### src/rtl/sdram_arbiter_pkg.sv
// sdram_arbiter_pkg: shared types and widths for the SDRAM arbiter
package sdram_arbiter_pkg;
   localparam int ADDRESS_WIDTH = 22;
   localparam int DATA_WIDTH    = 16;
   typedef enum logic [1:0] {IDLE = 2'd0, WRITE = 2'd1, READ = 2'd2} sdram_command_t;
   typedef enum logic [1:0] {S_IDLE, S_BUSY, S_GAP} state_t;
endpackage

### src/rtl/sdram_arbiter_rr_priority_select.sv
// rr_priority_select: round-robin pick of the first requester after the pointer
//   i_req    : per-port request vector
//   i_ptr    : last winner; the search starts at i_ptr+1
//   o_onehot : one-hot winner
//   o_valid  : any request present
module rr_priority_select #(
   parameter int NUM_PORTS = 2,
   parameter int PW        = (NUM_PORTS > 1) ? $clog2(NUM_PORTS) : 1
) (
   input  logic [NUM_PORTS-1:0] i_req,
   input  logic [PW-1:0]        i_ptr,
   output logic [NUM_PORTS-1:0] o_onehot,
   output logic                 o_valid
);
   logic [PW-1:0] w_idx;
   // walk from the lowest priority up so the highest-priority hit is written last
   always_comb begin
      o_onehot = '0;
      w_idx    = '0;
      for (int k = NUM_PORTS; k >= 1; k--) begin
         w_idx = PW'((int'(i_ptr) + k) % NUM_PORTS);
         if (i_req[w_idx]) begin
            o_onehot        = '0;
            o_onehot[w_idx] = 1'b1;
         end
      end
      o_valid = |i_req;
   end
endmodule

### src/rtl/sdram_arbiter.sv
// sdram_arbiter: round-robin sharing of one SDRAM controller command port
//   clk, reset_n                   : controller clock, async active-low reset
//   req_command/address/data_write : per-port requests (0 idle, 1 write, 2 read)
//   req_grant                      : one-hot owner for the whole transaction
//   req_write_done/req_read_valid  : beat strobes forwarded to the owner only
//   req_data_read                  : read data broadcast to all ports
//   command/data_address/data_write: to the controller
//   data_write_done/read_valid/read: from the controller
//   timeout_error                  : sticky watchdog abort flag
module sdram_arbiter
   import sdram_arbiter_pkg::*;
#(
   parameter int NUM_PORTS      = 2,
   parameter int BURST_LENGTH   = 1,
   parameter int TIMEOUT_CYCLES = 255
) (
   input  logic                                  clk,
   input  logic                                  reset_n,
   input  logic [NUM_PORTS-1:0][1:0]             req_command,
   input  logic [NUM_PORTS-1:0][ADDRESS_WIDTH-1:0] req_address,
   input  logic [NUM_PORTS-1:0][DATA_WIDTH-1:0]  req_data_write,
   output logic [NUM_PORTS-1:0]                  req_grant,
   output logic [NUM_PORTS-1:0]                  req_write_done,
   output logic [NUM_PORTS-1:0]                  req_read_valid,
   output logic [DATA_WIDTH-1:0]                 req_data_read,
   output logic [1:0]                            command,
   output logic [ADDRESS_WIDTH-1:0]              data_address,
   output logic [DATA_WIDTH-1:0]                 data_write,
   input  logic                                  data_write_done,
   input  logic                                  data_read_valid,
   input  logic [DATA_WIDTH-1:0]                 data_read,
   output logic                                  timeout_error
);
   localparam int PW = (NUM_PORTS > 1) ? $clog2(NUM_PORTS) : 1;
   localparam int BW = $clog2(BURST_LENGTH + 1);
   localparam int TW = $clog2(TIMEOUT_CYCLES + 1);

   state_t                 r_state, w_next;
   logic [PW-1:0]          r_ptr, w_win_idx;
   sdram_command_t         r_cmd;
   logic [ADDRESS_WIDTH-1:0] r_addr;
   logic [BW-1:0]          r_beats;
   logic [TW-1:0]          r_wdog;
   logic                   r_timeout;
   logic [NUM_PORTS-1:0]   w_req, w_win, w_grant;
   logic                   w_valid, w_busy, w_beat_w, w_beat_r, w_beat, w_done, w_expire;

   rr_priority_select #(.NUM_PORTS(NUM_PORTS), .PW(PW)) u_sel (
      .i_req   (w_req),
      .i_ptr   (r_ptr),
      .o_onehot(w_win),
      .o_valid (w_valid)
   );

   always_comb begin
      w_req     = '0;
      w_win_idx = '0;
      for (int k = 0; k < NUM_PORTS; k++) begin
         w_req[k] = req_command[k] == WRITE || req_command[k] == READ;
         if (w_win[k]) w_win_idx = PW'(k);
      end
   end

   // only a strobe matching the latched direction counts as a beat
   always_comb begin
      w_busy         = r_state == S_BUSY;
      w_grant        = w_busy ? NUM_PORTS'(1) << r_ptr : '0;
      w_beat_w       = w_busy && r_cmd == WRITE && data_write_done;
      w_beat_r       = w_busy && r_cmd == READ && data_read_valid;
      w_beat         = w_beat_w || w_beat_r;
      w_done         = w_beat && r_beats == BW'(1);
      w_expire       = w_busy && !w_beat && r_wdog == TW'(TIMEOUT_CYCLES - 1);
      w_next         = r_state == S_IDLE ? (w_valid ? S_BUSY : S_IDLE) :
                       r_state == S_BUSY ? ((w_done || w_expire) ? S_GAP : S_BUSY) : S_IDLE;
      req_grant      = w_grant;
      req_write_done = w_beat_w ? w_grant : '0;
      req_read_valid = w_beat_r ? w_grant : '0;
      req_data_read  = data_read;
      command        = w_busy ? r_cmd : IDLE;
      data_address   = w_busy ? r_addr : '0;
      data_write     = w_busy ? req_data_write[r_ptr] : '0;
      timeout_error  = r_timeout;
   end

   always_ff @(posedge clk or negedge reset_n) begin
      if (!reset_n) begin
         r_state   <= S_IDLE;
         r_ptr     <= PW'(NUM_PORTS - 1);
         r_cmd     <= IDLE;
         r_addr    <= '0;
         r_beats   <= '0;
         r_wdog    <= '0;
         r_timeout <= 1'b0;
      end else begin
         r_state <= w_next;
         if (r_state == S_IDLE && w_valid) begin
            r_ptr   <= w_win_idx;
            r_cmd   <= sdram_command_t'(req_command[w_win_idx]);
            r_addr  <= req_address[w_win_idx];
            r_beats <= BW'(BURST_LENGTH);
            r_wdog  <= '0;
         end else if (w_busy) begin
            if (w_beat) begin
               r_beats <= r_beats - BW'(1);
               r_wdog  <= '0;
            end else if (r_wdog != TW'(TIMEOUT_CYCLES)) begin
               r_wdog  <= r_wdog + TW'(1);
            end
         end
         if (w_expire) r_timeout <= 1'b1;
      end
   end
endmodule
### config.mk
export PLATFORM = sky130hd
export DESIGN_NAME = sdram_arbiter
export DESIGN_NICKNAME = d
export VERILOG_FILES = /design/src/rtl/sdram_arbiter_pkg.sv /design/src/rtl/sdram_arbiter_rr_priority_select.sv /design/src/rtl/sdram_arbiter.sv
export SDC_FILE = /design/constraint.sdc
export NUM_CORES = 1
export LEC_CHECK = 0
export ABC_AREA = 1
export BUFFER_PORTS_ARGS = -buffer_cell sky130_fd_sc_hd__buf_4
export CORE_MARGIN = 5
export CORE_UTILIZATION = 46
export DETAILED_ROUTE_END_ITERATION = 8
export PLACE_DENSITY = 0.95
export SLEW_MARGIN = 10
export SYNTH_ARGS = -nofsm -noshare
export SYNTH_HDL_FRONTEND = slang
export SYNTH_SLANG_ARGS = --single-unit
### constraint.sdc
create_clock -name clk -period 1.88 [get_ports clk]
set_input_delay 0.282 -clock clk [delete_from_list [all_inputs] [get_ports clk]]
set_output_delay 0.282 -clock clk [all_outputs]
set_load 0.005 [all_outputs]
== Word-level counts from Yosys, hierarchy flattened ==
Index checks and enable logic that the tools add are counted.

* Shift operators: 1
* Mux-type cells: 34
* Eq/ne operators: 9
* $add $sub $neg: 4
* $lt $le $gt $ge: 6
* Reductions and logical operators: 22

{| class="wikitable"
|+ Operators by type and width
! operator !! count
|-
| 22-bit 2-to-1 mux || 3
|-
| 16-bit 2-to-1 mux || 3
|-
| 8-bit 2-to-1 mux || 4
|-
| 2-bit 2-to-1 mux || 11
|-
| 1-bit 2-to-1 mux || 11
|-
| 1-bit logical AND || 10
|-
| 8-bit by 1-bit adder with 8-bit output, second input constant || 1
|-
| 2-bit by 1-bit equality test with 1-bit output, second input constant || 4
|-
| 8-bit equality test, second input constant || 1
|-
| 1-bit by 2-bit less-than comparator with 1-bit output, second input constant || 4
|-
| 8-bit inequality test, second input constant || 1
|-
| 2-bit equality test, second input constant || 3
|-
| 1-bit logical OR || 4
|-
| 2-bit AND reduction || 2
|-
| 2-bit nonzero test || 2
|-
| 3-bit nonzero test || 1
|-
| 1-bit adder, second input constant || 2
|-
| 1-bit demux with 1-bit select || 2
|-
| 1-bit greater-or-equal comparator, second input constant || 2
|-
| 2-bit zero test || 1
|-
| 2-bit OR reduction || 1
|-
| 1-bit by 1-bit left shift with 2-bit output, first input constant || 1
|-
| 1-bit zero test || 1
|-
| 1-bit subtractor, second input constant || 1
|}

* Register bits after elaboration: 37
* Bits of input ports: 100
* Logic and storage cells: 83

== Longest topological paths before layout ==
Gate-level depths: netlist (run 1).

* Depth after elaboration: 11
* Mapped depth: 10

== Modules after synthesis ==
A second synthesis (run 1) with hierarchy kept.

* Cell total of the unflattened synthesis: 343
* Area, all modules: 2447.3 um^2

{| class="wikitable"
|+ Modules (own cells, without submodules)
! module !! instances !! cells an instance !! area an instance (um^2) !! seq. area each (um^2)
|-
| sdram_arbiter || 1 || 337 || 2421.1 || 927.1
|-
| rr_priority_select || 1 || 6 || 26.3 || 0.0
|}

== Least setup slack after synthesis (run 1) ==
No wires, ideal clock.

* Path type: register to output
* From: reg r_ptr
* To: out data_write[10]
* Data arrival time: 1.136 ns
* Cell stages (with the launch flop): 6
* Required time: 1.598 ns
* Setup slack: 0.462 ns
* Cells stage by stage: dfstp_2 -> inv_2 -> nand2_1 -> inv_2 -> buf_4 -> a22o_1

* Cells in the longest elaborated chain, start to end: 3

{| class="wikitable"
|+ Ends and longest elaborated chain
! element !! line !! RTL
|-
| start, declared || sdram_arbiter.sv:39 || <nowiki>logic [PW-1:0] r_ptr, w_win_idx;</nowiki>
|-
| start signal, assigned || sdram_arbiter.sv:88 || <nowiki>r_ptr <= PW'(NUM_PORTS - 1);</nowiki>
|-
| start signal, assigned || sdram_arbiter.sv:97 || <nowiki>r_ptr <= w_win_idx;</nowiki>
|-
| 16-bit 2-to-1 mux (implied by the code) (2 in a row) || sdram_arbiter.sv:81 || <nowiki>data_write = w_busy ? req_data_write[r_ptr] : '0;</nowiki>
|-
| 16-bit 2-to-1 mux || sdram_arbiter.sv:81 ||
|-
| end, declared || sdram_arbiter.sv:28 || <nowiki>output logic [DATA_WIDTH-1:0] data_write,</nowiki>
|}

Every way passes these cells. The select of a mux whose other input is x is not followed.

== Worst setup path in the final report (run 1) ==
* From: reg r_ptr
* To: out data_write[12]

The elaborated chain is that of the path after synthesis.

==> results of run 1 <==
[placed cells by master, fill, tap and decap left out, drive strengths merged]
master | synthesis | routed
clkbuf | 1 | 6
xnor2 | 3 | 3
dfrtp | 36 | 36
buf | 30 | 137
nand4 | 2 | 2
nand2 | 48 | 48
dlygate4sd3 | 0 | 1
clkinvlp | 0 | 1
a21oi | 45 | 45
bufinv | 0 | 1
inv | 49 | 49
nor2 | 68 | 69
ha | 2 | 2
dfstp | 1 | 1
o21bai | 1 | 1
o21ai | 5 | 5
nand3 | 41 | 41
a22o | 16 | 16
[how the worst min path moves through the flow]
stage | from | to | slack [ns] | cells after the start
after detailed placement | reset_n | r_addr[14]$_DFFE_PN0N_ | 0.27 | 1
final | req_address[42] | r_addr[20]$_DFFE_PN0N_ | 0.25 | 3
after global placement | reset_n | r_addr[12]$_DFFE_PN0N_ | 0.27 | 1
after global routing | req_address[15] | r_addr[15]$_DFFE_PN0N_ | 0.25 | 3
after floorplan | reset_n | r_addr[0]$_DFFE_PN0N_ | -0.01 | 0
after CTS | req_address[42] | r_addr[20]$_DFFE_PN0N_ | 0.24 | 3
[power breakdown]
| part | switching, mW | internal (mW) | total [mW] | leakage [nW] |
|---|---|---|---|---|
| clock | 0.300 | 0.431 | 0.731 | 0.0574 |
| sequential | 0 | 0.795 | 0.795 | 0.473 |
| combinational | 0.100 | 0.162 | 0.262 | 1.37 |
| total | 0.400 | 1.39 | 1.79 | 1.90 |
[sequential cells by signal, indices dropped and copies added (netlist names)]
signal         count
r_addr            22
r_beats            1
r_cmd              2
r_ptr              1
r_state            2
r_wdog             8
timeout_error      1
[routing by layer]
layer  GRT usage (%)  vias up  wire, microns  part of all wire [%]
li1                -     1332              -                     -
met3            6.02       28            666                   8.4
met1            24.1     1281           2880                    36
met4            8.19        0            252                   3.2
met5               0        -              0                     0
met2            40.1      139           4140                    52
[layout make-up]
type | count | area [sq um]
clock buffers | 6 | 82.6
clock inverters | 2 | 37.5
fillers | 417 | 1660
inverters | 49 | 194
multi-input cells | 232 | 1180
flip-flops and latches | 37 | 927
well taps | 70 | 87.6
repair buffers | 138 | 1040
[worst register-to-register path: cells and delay by family (launching register included)]
| kind | cells | cell delay [ns] |
|---|---|---|
| and+or+nand+nor | 6 | 0.71 |
| DFF | 1 | 0.45 |
| adders and majority gates | 1 | 0.23 |
| buffers and inverters | 1 | 0.06 |
[kinds of logic (layout without fill, tap and decap cells)]
logic type	Yosys count	after routing	share of synthesized area (%)
AO/OA/AOI/OAI	67	67	15.9
XOR/XNOR	3	3	1.05
adder cells (fa/ha/maj)	2	2	1.00
buffers and inverters	80	195	16.4
flip-flops	37	37	37.1
AND/OR/NAND/NOR	159	160	28.6
[per-stage QoR]
step / utilization (%) / power [mW]
after floorplan: - / 0.912
after global placement: 64.9 / 1.07
after detailed placement: 64.9 / 1.07
after CTS: 67.8 / 1.80
after global routing: 68.1 / 1.85
final: 68.1 / 1.79
[cell usage after synthesis, drive strengths merged]
cell    number  share of area (%)
buf         30                8.6
nand3       41                8.4
dfstp        1                1.1
dfrtp       36                 36
inv         49                7.7
o21bai       1               0.30
xnor2        3                1.1
o21ai        5                1.0
nand4        2               0.50
nor2        68                 11
nand2       48                8.6
a21oi       45                9.0
clkbuf       1               0.15
a22o        16                5.6
ha           2                1.0
[what timing repair did]
item / CTS / global route
resized for setup: 1 / 1
pin swaps: 1 / 1
buffers inserted: 1 / 2
hold endpoints to repair: 36 / 0
hold buffers: 1 / 0
endpoints found under the setup margin: 22 / 19
gates cloned: 1 / 0
==> results.toml, run 1 <==
[die]
row_count = 26
die-area_sq_um = 7010
die_w_microns = 83.7
dieHeight_microns = 83.7
start_util_pct = 48.0
io_pins = 163
core_sq_um = 5200

[timing]
setup_ws_ns = 0.0908
rsz0062_at_grt = "false"
final-hold-violation-count = 0
fmax_mhz = 559
tightest_slew_ns = 0.497
timing.final.crit_share_pct = 95.2
max_slew_margin_pct = 66.7
min_period_ns = 1.79
setup_viol_count_final = 0
timing.setup.tns_ns = 0
slew_violations = 0
fin_skew_ns = 0.00859
hold-worst-slack_ns = 0.250

[synthesis]
synth_cells = 348
ys_seq_elements = 37
synth.net_count = 450
seq_area_frac_synth_pct = 37.1
syn_area_per_cell_sq_um = 7.18
syn_area_sq_um = 2500
ys_warn_count = 0
synth_cell_types = 26

[detailed_routing]
ant_nets = 0
num_vias = 2780
wl_per_cell_microns = 14.9
wirelength_microns = 7940
route.detailed.drc = 0
vias_per_cell = 5.21
dr.pass1.iters = 5
dr.first_iter.drc_count = 147

[job]
cap_viol_max_count = 0

[cells_and_area]
stdcell_count = 534
diodes = 0
nets = 565
syn_to_final_growth_pct = 41.8
drive_gt1_share_pct = 35.1
stdcell_area_sq_um = 3540

[setup_path]
r2r_slack_ns = 0.32
critPathKind = "reg -> out"
r2r-start = "r_wdog[1]$_DFFE_PN0P_"
cp.depth = 5
worstSetupStartpointType = "register"
crit_start = "r_ptr$_DFFE_PN1N_"
worstPathRequired_ns = 1.60
crit_path_end_kind = "primary output"
worstPathArrival_ns = 1.51
path_buf_inv = 3
path_max_fanout = 17
slowest_stage = "dfstp_2"
endpoint = "data_write[12]"
slowest_delay_ns = 0.55
r2r-end = "r_wdog[6]$_DFFE_PN0P_"
critPathTopFamily = "flip-flops"
crit_chain = "inv_2 -> nand2_1 -> inv_4 -> a22o_1 -> buf_4"
rr_worst_depth = 8

[global_route]
grt_pass1_wl_microns = 12800
grt_pass1_vias = 2787
overflow = 0
grt_max_degree = 38
grt.total_usage_pct = 22.0
antenna_found_initial = 0

[worst_hold_path]
holdCritPathClass = "in -> reg"

[placement]
dp.cells = 521
place_area_sq_um = 3380
dp_slack_ns = 0.262
port_buffers = 130
dp_hpwl_microns = 5870
gp_routability_congestion = 0.943

[clocking]
cts_tree = "built"
clk_pin_slew_worst_paths_ns = 0.08
cts_max_level = 2
insertion_delay_ns = 0.30
clock-sinks = 37
cts_inserted_buffers = 5
clk_path_buf_depth = 2
cts-root-buf = "clkbuf_8"

[outcome]
outcome = "finished, final reports clean"

[pwr]
powerDensity_nw_per_um2 = 505
ir_worst_vdd_uv = 372
p_leak_nw = 1.90
Power figures use the tool's default switching activity.
==> inputs of run 2 (changes only) <==
--- a/config.mk
+++ b/config.mk
@@ -11,6 +11,7 @@
 export CORE_UTILIZATION = 46
 export DETAILED_ROUTE_END_ITERATION = 8
 export PLACE_DENSITY = 0.95
+export SETUP_SLACK_MARGIN = 0.1
 export SLEW_MARGIN = 10
 export SYNTH_ARGS = -nofsm -noshare
 export SYNTH_HDL_FRONTEND = slang
==> run 2 against run 1 <==
Against the previous run:
- routed wire length is 2.0% higher
- worst hold slack worse by 0.0016 ns
- sequential share of layout area fell by 0.19 points
- register-to-register slack is essentially flat
- critical endpoint unchanged
- highest routed layer unchanged
==> results.toml, run 2 (synthesized netlist as in run 1, its figures left out) <==
[outcome]
outcome = "finished, final reports clean"

[pwr]
switching_share_pct = 22.6
power_switching_uw = 405
powerDensity_nw_per_um2 = 502
ir_worst_vdd_uv = 372
p_clk_share_pct = 41.0
seq_power_share_pct = 44.3
p_leak_nw = 1.90
intPower_mw = 1.39
total_power_mw = 1.79
power_frac_comb_pct = 14.6

[setup_path]
r2r-start = "r_ptr$_DFFE_PN1N_"
r2r-end = "r_cmd[0]$_DFFE_PN0N_"
rr_worst_depth = 6
crit_path_end_kind = "primary output"
r2r_slack_ns = 0.31
worstPathArrival_ns = 1.47
path_max_fanout = 17
worstSetupStartpointType = "register"
worstPathRequired_ns = 1.60
critPathKind = "reg -> out"

[worst_hold_path]
holdCritPathClass = "in -> reg"
holdPathStages = 3
whs_endpoint = "r_addr[20]$_DFFE_PN0N_"
hold_start = "req_address[42]"

[global_route]
grt_pass1_vias = 2784
grt.total_usage_pct = 22.0
overflow = 0
antenna_found_initial = 0
grt_pass1_wl_microns = 12800
grt_max_degree = 38

[timing]
rsz0062_at_grt = "true"
setup_viol_count_final = 0
tightest_slew_ns = 0.489
min_period_ns = 1.75
hold-worst-slack_ns = 0.248
fmax_mhz = 572
timing.final.crit_share_pct = 93.1
slew_violations = 0
max_slew_margin_pct = 67.3
final-hold-violation-count = 0
setup_ws_ns = 0.130
fin_skew_ns = 0.00910
timing.setup.tns_ns = 0

[clocking]
insertion_delay_ns = 0.30
cts_tree = "built"
clk_pin_slew_worst_paths_ns = 0.08
cts_inserted_buffers = 5
cts_max_level = 2
clk_path_buf_depth = 2
cts-root-buf = "clkbuf_8"
clock-sinks = 37

[die]
io_pins = 163
start_util_pct = 48.0
dieHeight_microns = 83.7
row_count = 26
die_w_microns = 83.7
core_sq_um = 5200
die-area_sq_um = 7010

[cells_and_area]
multiInputGateArea_sq_um = 1190
reg_top3 = "r_addr (22), r_wdog (8)"
nets = 566
nFillCells = 416
layout.area.seq_sq_um = 927
final_common_cell = "buf_4"
stdcell_count = 535
layout_common_cells = "137 x buf_4, 63 x nor2_1, 45 x a21oi_1, 44 x inv_1, 41 x nand2_1"
diodes = 0
drive_gt1_share_pct = 35.7
stdcell_area_sq_um = 3570
syn_to_final_growth_pct = 42.8
largest_register_ffs = 22
top_register = "r_addr"
final_util_pct = 68.6

[job]
cap_viol_max_count = 0

[detailed_routing]
dr.first_iter.drc_count = 149
wl_per_cell_microns = 15.1
ant_nets = 0
route.detailed.drc = 0
vias_per_cell = 5.26
dr.pass1.iters = 5
num_vias = 2815
wirelength_microns = 8100

[placement]
dp_slack_ns = 0.262
dp_hpwl_microns = 5870
gp_routability_congestion = 0.943
place_area_sq_um = 3380
port_buffers = 130
dp.cells = 521
run 2: what timing repair did:
action                                  CTS  global route
pin swaps                                 2             6
hold buffers                              1             0
endpoints found under the setup margin   31            34
hold endpoints to repair                 36             0
resized for setup                         3             5
gates cloned                              1             0
setup buffers                             2             2
run 2: per-layer routing:
layer | wire length, microns | track usage, %
met1 | 2960 | 23.8
met2 | 4260 | 40.6
met3 | 620 | 6.02
met4 | 259 | 8.19
met5 | 0 | 0
run 2: power groups by stage:
stage	logic, mW	clock network, mW	registers (mW)
final	0.263	0.736	0.795
after global routing	0.284	0.773	0.795
after CTS	0.264	0.744	0.795
after detailed placement	0.261	0	0.811
after global placement	0.257	0	0.811
after floorplan	0.101	0	0.811
run 2: worst max-delay path, stage by stage (launching register included):
cell,delay (ns)
dfstp_2,0.57
inv_4,0.07
nand2_2,0.09
inv_4,0.08
a22o_1,0.22
buf_4,0.13
run 2: final cells by class:
cell class / count / area share (%)
clock buffer: 6 / 2.31
clock inverter: 2 / 1.05
inverter: 49 / 5.57
multi-input combinational: 232 / 33.3
sequential: 37 / 26.0
tap: 70 / 2.45
timing repair buffer: 139 / 29.4
run 2: worst max-delay path by stage:
stage / to / depth (start not counted) / from
floorplan: data_write[10] / 5 / r_ptr$_DFFE_PN1N_
global placement: r_wdog[1]$_DFFE_PN0P_ / 11 / req_command[2]
detailed placement: data_write[12] / 6 / r_state[0]$_DFF_PN0_
CTS: data_write[12] / 5 / r_ptr$_DFFE_PN1N_
global route: data_write[8] / 6 / r_state[0]$_DFF_PN0_
finish: data_write[12] / 5 / r_ptr$_DFFE_PN1N_
==> inputs of run 3 (changes only) <==
--- a/config.mk
+++ b/config.mk
@@ -5,10 +5,9 @@
 export SDC_FILE = /design/constraint.sdc
 export NUM_CORES = 1
 export LEC_CHECK = 0
-export ABC_AREA = 1
 export BUFFER_PORTS_ARGS = -buffer_cell sky130_fd_sc_hd__buf_4
 export CORE_MARGIN = 5
-export CORE_UTILIZATION = 46
+export CORE_UTILIZATION = 45
 export DETAILED_ROUTE_END_ITERATION = 8
 export PLACE_DENSITY = 0.95
 export SETUP_SLACK_MARGIN = 0.1
==> constraint.sdc (replaced) <==
create_clock -name clk -period 1.88 [get_ports clk]
set_input_delay 0.47 -clock clk [delete_from_list [all_inputs] [get_ports clk]]
set_output_delay 0.47 -clock clk [all_outputs]
set_load 0.005 [all_outputs]
==> run 3 against run 2 <==
Against the previous run:
- the flow now finishes with violations (negative setup slack)
- register-to-register slack lost 0.24 ns
- first-iteration DRC count grew 11%
- sequential power grew 74%
- combinational power grew to 17 times the previous value
- routed wire length grew 10%
- power grew to 3.5 times the previous value
- core utilization grew 10 points
- final cell count shrank 9.5%
- worst setup slack lost 0.19 ns
- critical path type unchanged
- sequential share of layout area shrank 3.2 points
- synthesized area shrank 3.1%
- global-route usage shrank 0.088 points
==> results.toml, run 3 <==
[outcome]
outcome = "complete, but fails checks"
failed_checks = "negative setup slack"

[cells_and_area]
layout.area.seq_sq_um = 930
stdcell_area_sq_um = 4080
reg_top3 = "r_addr (22), r_wdog (8)"
diodes = 0
syn_to_final_growth_pct = 68.3
final_common_cell = "buf_4"
top_register = "r_addr"
stdcell_count = 484
layout_common_cells = "125 x buf_4, 37 x mux2i_1, 34 x dfrtp_1, 30 x nand2_1, 27 x buf_6"
multiInputGateArea_sq_um = 1440
nFillCells = 314
largest_register_ffs = 22
nets = 515
drive_gt1_share_pct = 53.4

[clocking]
clk_pin_slew_worst_paths_ns = 0.08
cts_max_level = 2
cts_inserted_buffers = 5
clock-sinks = 37
ctsHoldBuffers = 0
cts-root-buf = "clkbuf_8"
clk_path_buf_depth = 2
insertion_delay_ns = 0.29
cts_tree = "built"

[timing]
tightest_slew_ns = 0.478
fin_skew_ns = 0.00604
min_period_ns = 1.94
final-hold-violation-count = 0
setup_viol_count_final = 27
rsz0062_at_grt = "true"
fmax_mhz = 515
timing.final.crit_share_pct = 103
max_slew_margin_pct = 68.1
timing.setup.tns_ns = -0.964
hold-worst-slack_ns = 0.136
setup_ws_ns = -0.0602
slew_violations = 0

[synthesis]
synth_top_area_share_pct = 37.2
synth_flop_cell = "dfrtp_1"
ys_warn_count = 0
seq_area_frac_synth_pct = 38.3
yosysMostFrequentCell = "mux2i_1"
ys_seq_elements = 37
synth_cells = 273
synth.net_count = 375
syn_area_per_cell_sq_um = 8.87
synthTopCellsByArea = "dfrtp_1 37%, mux2i_1 16%, and2_1 6.5%"
ys_top_cells_by_count = "38 x mux2i_1, 36 x dfrtp_1, 32 x nand2_1"
synth_top_area_cell = "dfrtp_1"
synth_cell_types = 44
syn_area_sq_um = 2420
synth-edff-count = 0
ys_async_sr_fraction_pct = 100

[worst_hold_path]
holdCritPathClass = "in -> async"

[detailed_routing]
dr.first_iter.drc_count = 166
wl_per_cell_microns = 18.5
route.detailed.drc = 0
vias_per_cell = 5.40
dr.pass1.iters = 5
ant_nets = 0
num_vias = 2614
wirelength_microns = 8940

[die]
io_pins = 163
die_w_microns = 83.4
row_count = 26
core_sq_um = 5170
start_util_pct = 46.8
die-area_sq_um = 6950
dieHeight_microns = 83.4

[global_route]
grt_max_degree = 38
overflow = 0
antenna_found_initial = 0
grt_pass1_vias = 2665
grt_pass1_wl_microns = 12700
grt.total_usage_pct = 21.9

[setup_path]
worstSetupStartpointType = "register"
r2r-end = "r_wdog[7]$_DFFE_PN0P_"
critPathKind = "reg -> out"
crit_start = "r_ptr$_DFFE_PN1N_"
worstPathRequired_ns = 1.41
worstPathArrival_ns = 1.47
r2r_slack_ns = 0.07
rr_worst_depth = 4
crit_path_end_kind = "primary output"
path_max_fanout = 8
endpoint = "data_write[0]"
r2r-start = "r_state[1]$_DFF_PN0_"

[pwr]
seq_power_share_pct = 21.8
switching_share_pct = 37.2
power_frac_comb_pct = 69.4
ir_worst_vdd_uv = 851
intPower_mw = 3.96
power_switching_mw = 2.35
p_leak_nw = 2.03
powerDensity_nw_per_um2 = 1550
p_clk_share_pct = 8.8

[placement]
place_area_sq_um = 3480
dp.cells = 456
gp_routability_congestion = 0.819
port_buffers = 130
dp_hpwl_microns = 5430
dp_slack_ns = -0.0306

[job]
cap_viol_max_count = 0
[run 3: cell types whose count changed after synthesis, moves of 10 or more]
cell,before,now
inv_1,44,3
nor2_1,65,24
a21oi_1,45,6
mux2i_1,0,38
nand3_1,40,3
and2_1,0,25
o21ai_0,5,26
a22o_1,16,0
nand2_1,42,32
[run 3: cell type report]
cell class	instances	share of cell area (%)
sequential	37	22.8
clock buffer	5	1.69
clock inverter	3	0.430
tap	70	2.15
multi-input combinational	201	35.4
timing repair buffer	165	37.3
inverter	3	0.276
[run 3: power by group through the flow]
stage               sequential [mW]  clock [mW]  combinational (mW)
CTS                            1.33       0.559                3.42
global placement               1.32           0                2.81
detailed placement             1.34           0                2.89
finish                         1.38       0.554                4.38
floorplan                      1.29           0                1.48
global route                   1.41       0.585                4.66
[run 3: worst max-delay path, cell delays in order, from the launching register on]
cell	delay, ns
dfstp_2	0.58
clkbuf_16	0.18
mux2i_1	0.21
nor2_1	0.07
buf_4	0.14
[run 3: metal layers]
layer	GRT usage (%)	part of all wire, %	wire length [microns]	vias to the layer above
li1	-	-	-	1201
met1	25.2	38	3370	1229
met2	38.6	51	4570	140
met3	6.04	7.2	644	44
met4	8.32	3.9	352	0
met5	0	0	0	-
[run 3: worst min path at each step]
stage                                          from                   endpoint  slack, ns
final                                       reset_n      r_wdog[2]$_DFFE_PN0P_       0.14
after global routing                        reset_n      r_addr[2]$_DFFE_PN0N_       0.17
after CTS                                   reset_n      r_wdog[2]$_DFFE_PN0P_       0.15
after detailed placement                    reset_n       r_state[1]$_DFF_PN0_       0.46
after global placement    timeout_error$_DFFE_PN0P_  timeout_error$_DFFE_PN0P_       0.45
after floorplan                             reset_n      r_addr[0]$_DFFE_PN0N_       0.17
[run 3: through the flow]
stage	util (%)	power, mW
final	78.8	6.31
after global routing	78.8	6.65
after CTS	72.4	5.30
after detailed placement	67.3	4.23
after global placement	67.3	4.13
after floorplan	-	2.77
[run 3: cell families (layout without fill, tap and decap cells)]
logic type,count (synthesis),count (layout),synth area share (%)
simple gates,108,108,23.2
compound gates,49,49,11.8
mux,39,39,16.2
flops,37,37,38.3
buf+inv,35,176,8.42
xor+xnor,3,3,1.08
fa+ha+maj,2,2,1.03
[run 3: repair_timing]
item / CTS / global route
buffers inserted: 7 / 8
setup endpoints to repair: 47 / 51
pin swaps: 6 / 8
endpoints found under the hold margin: 0 / 0
cloned: 2 / 4
resized for setup: 19 / 56
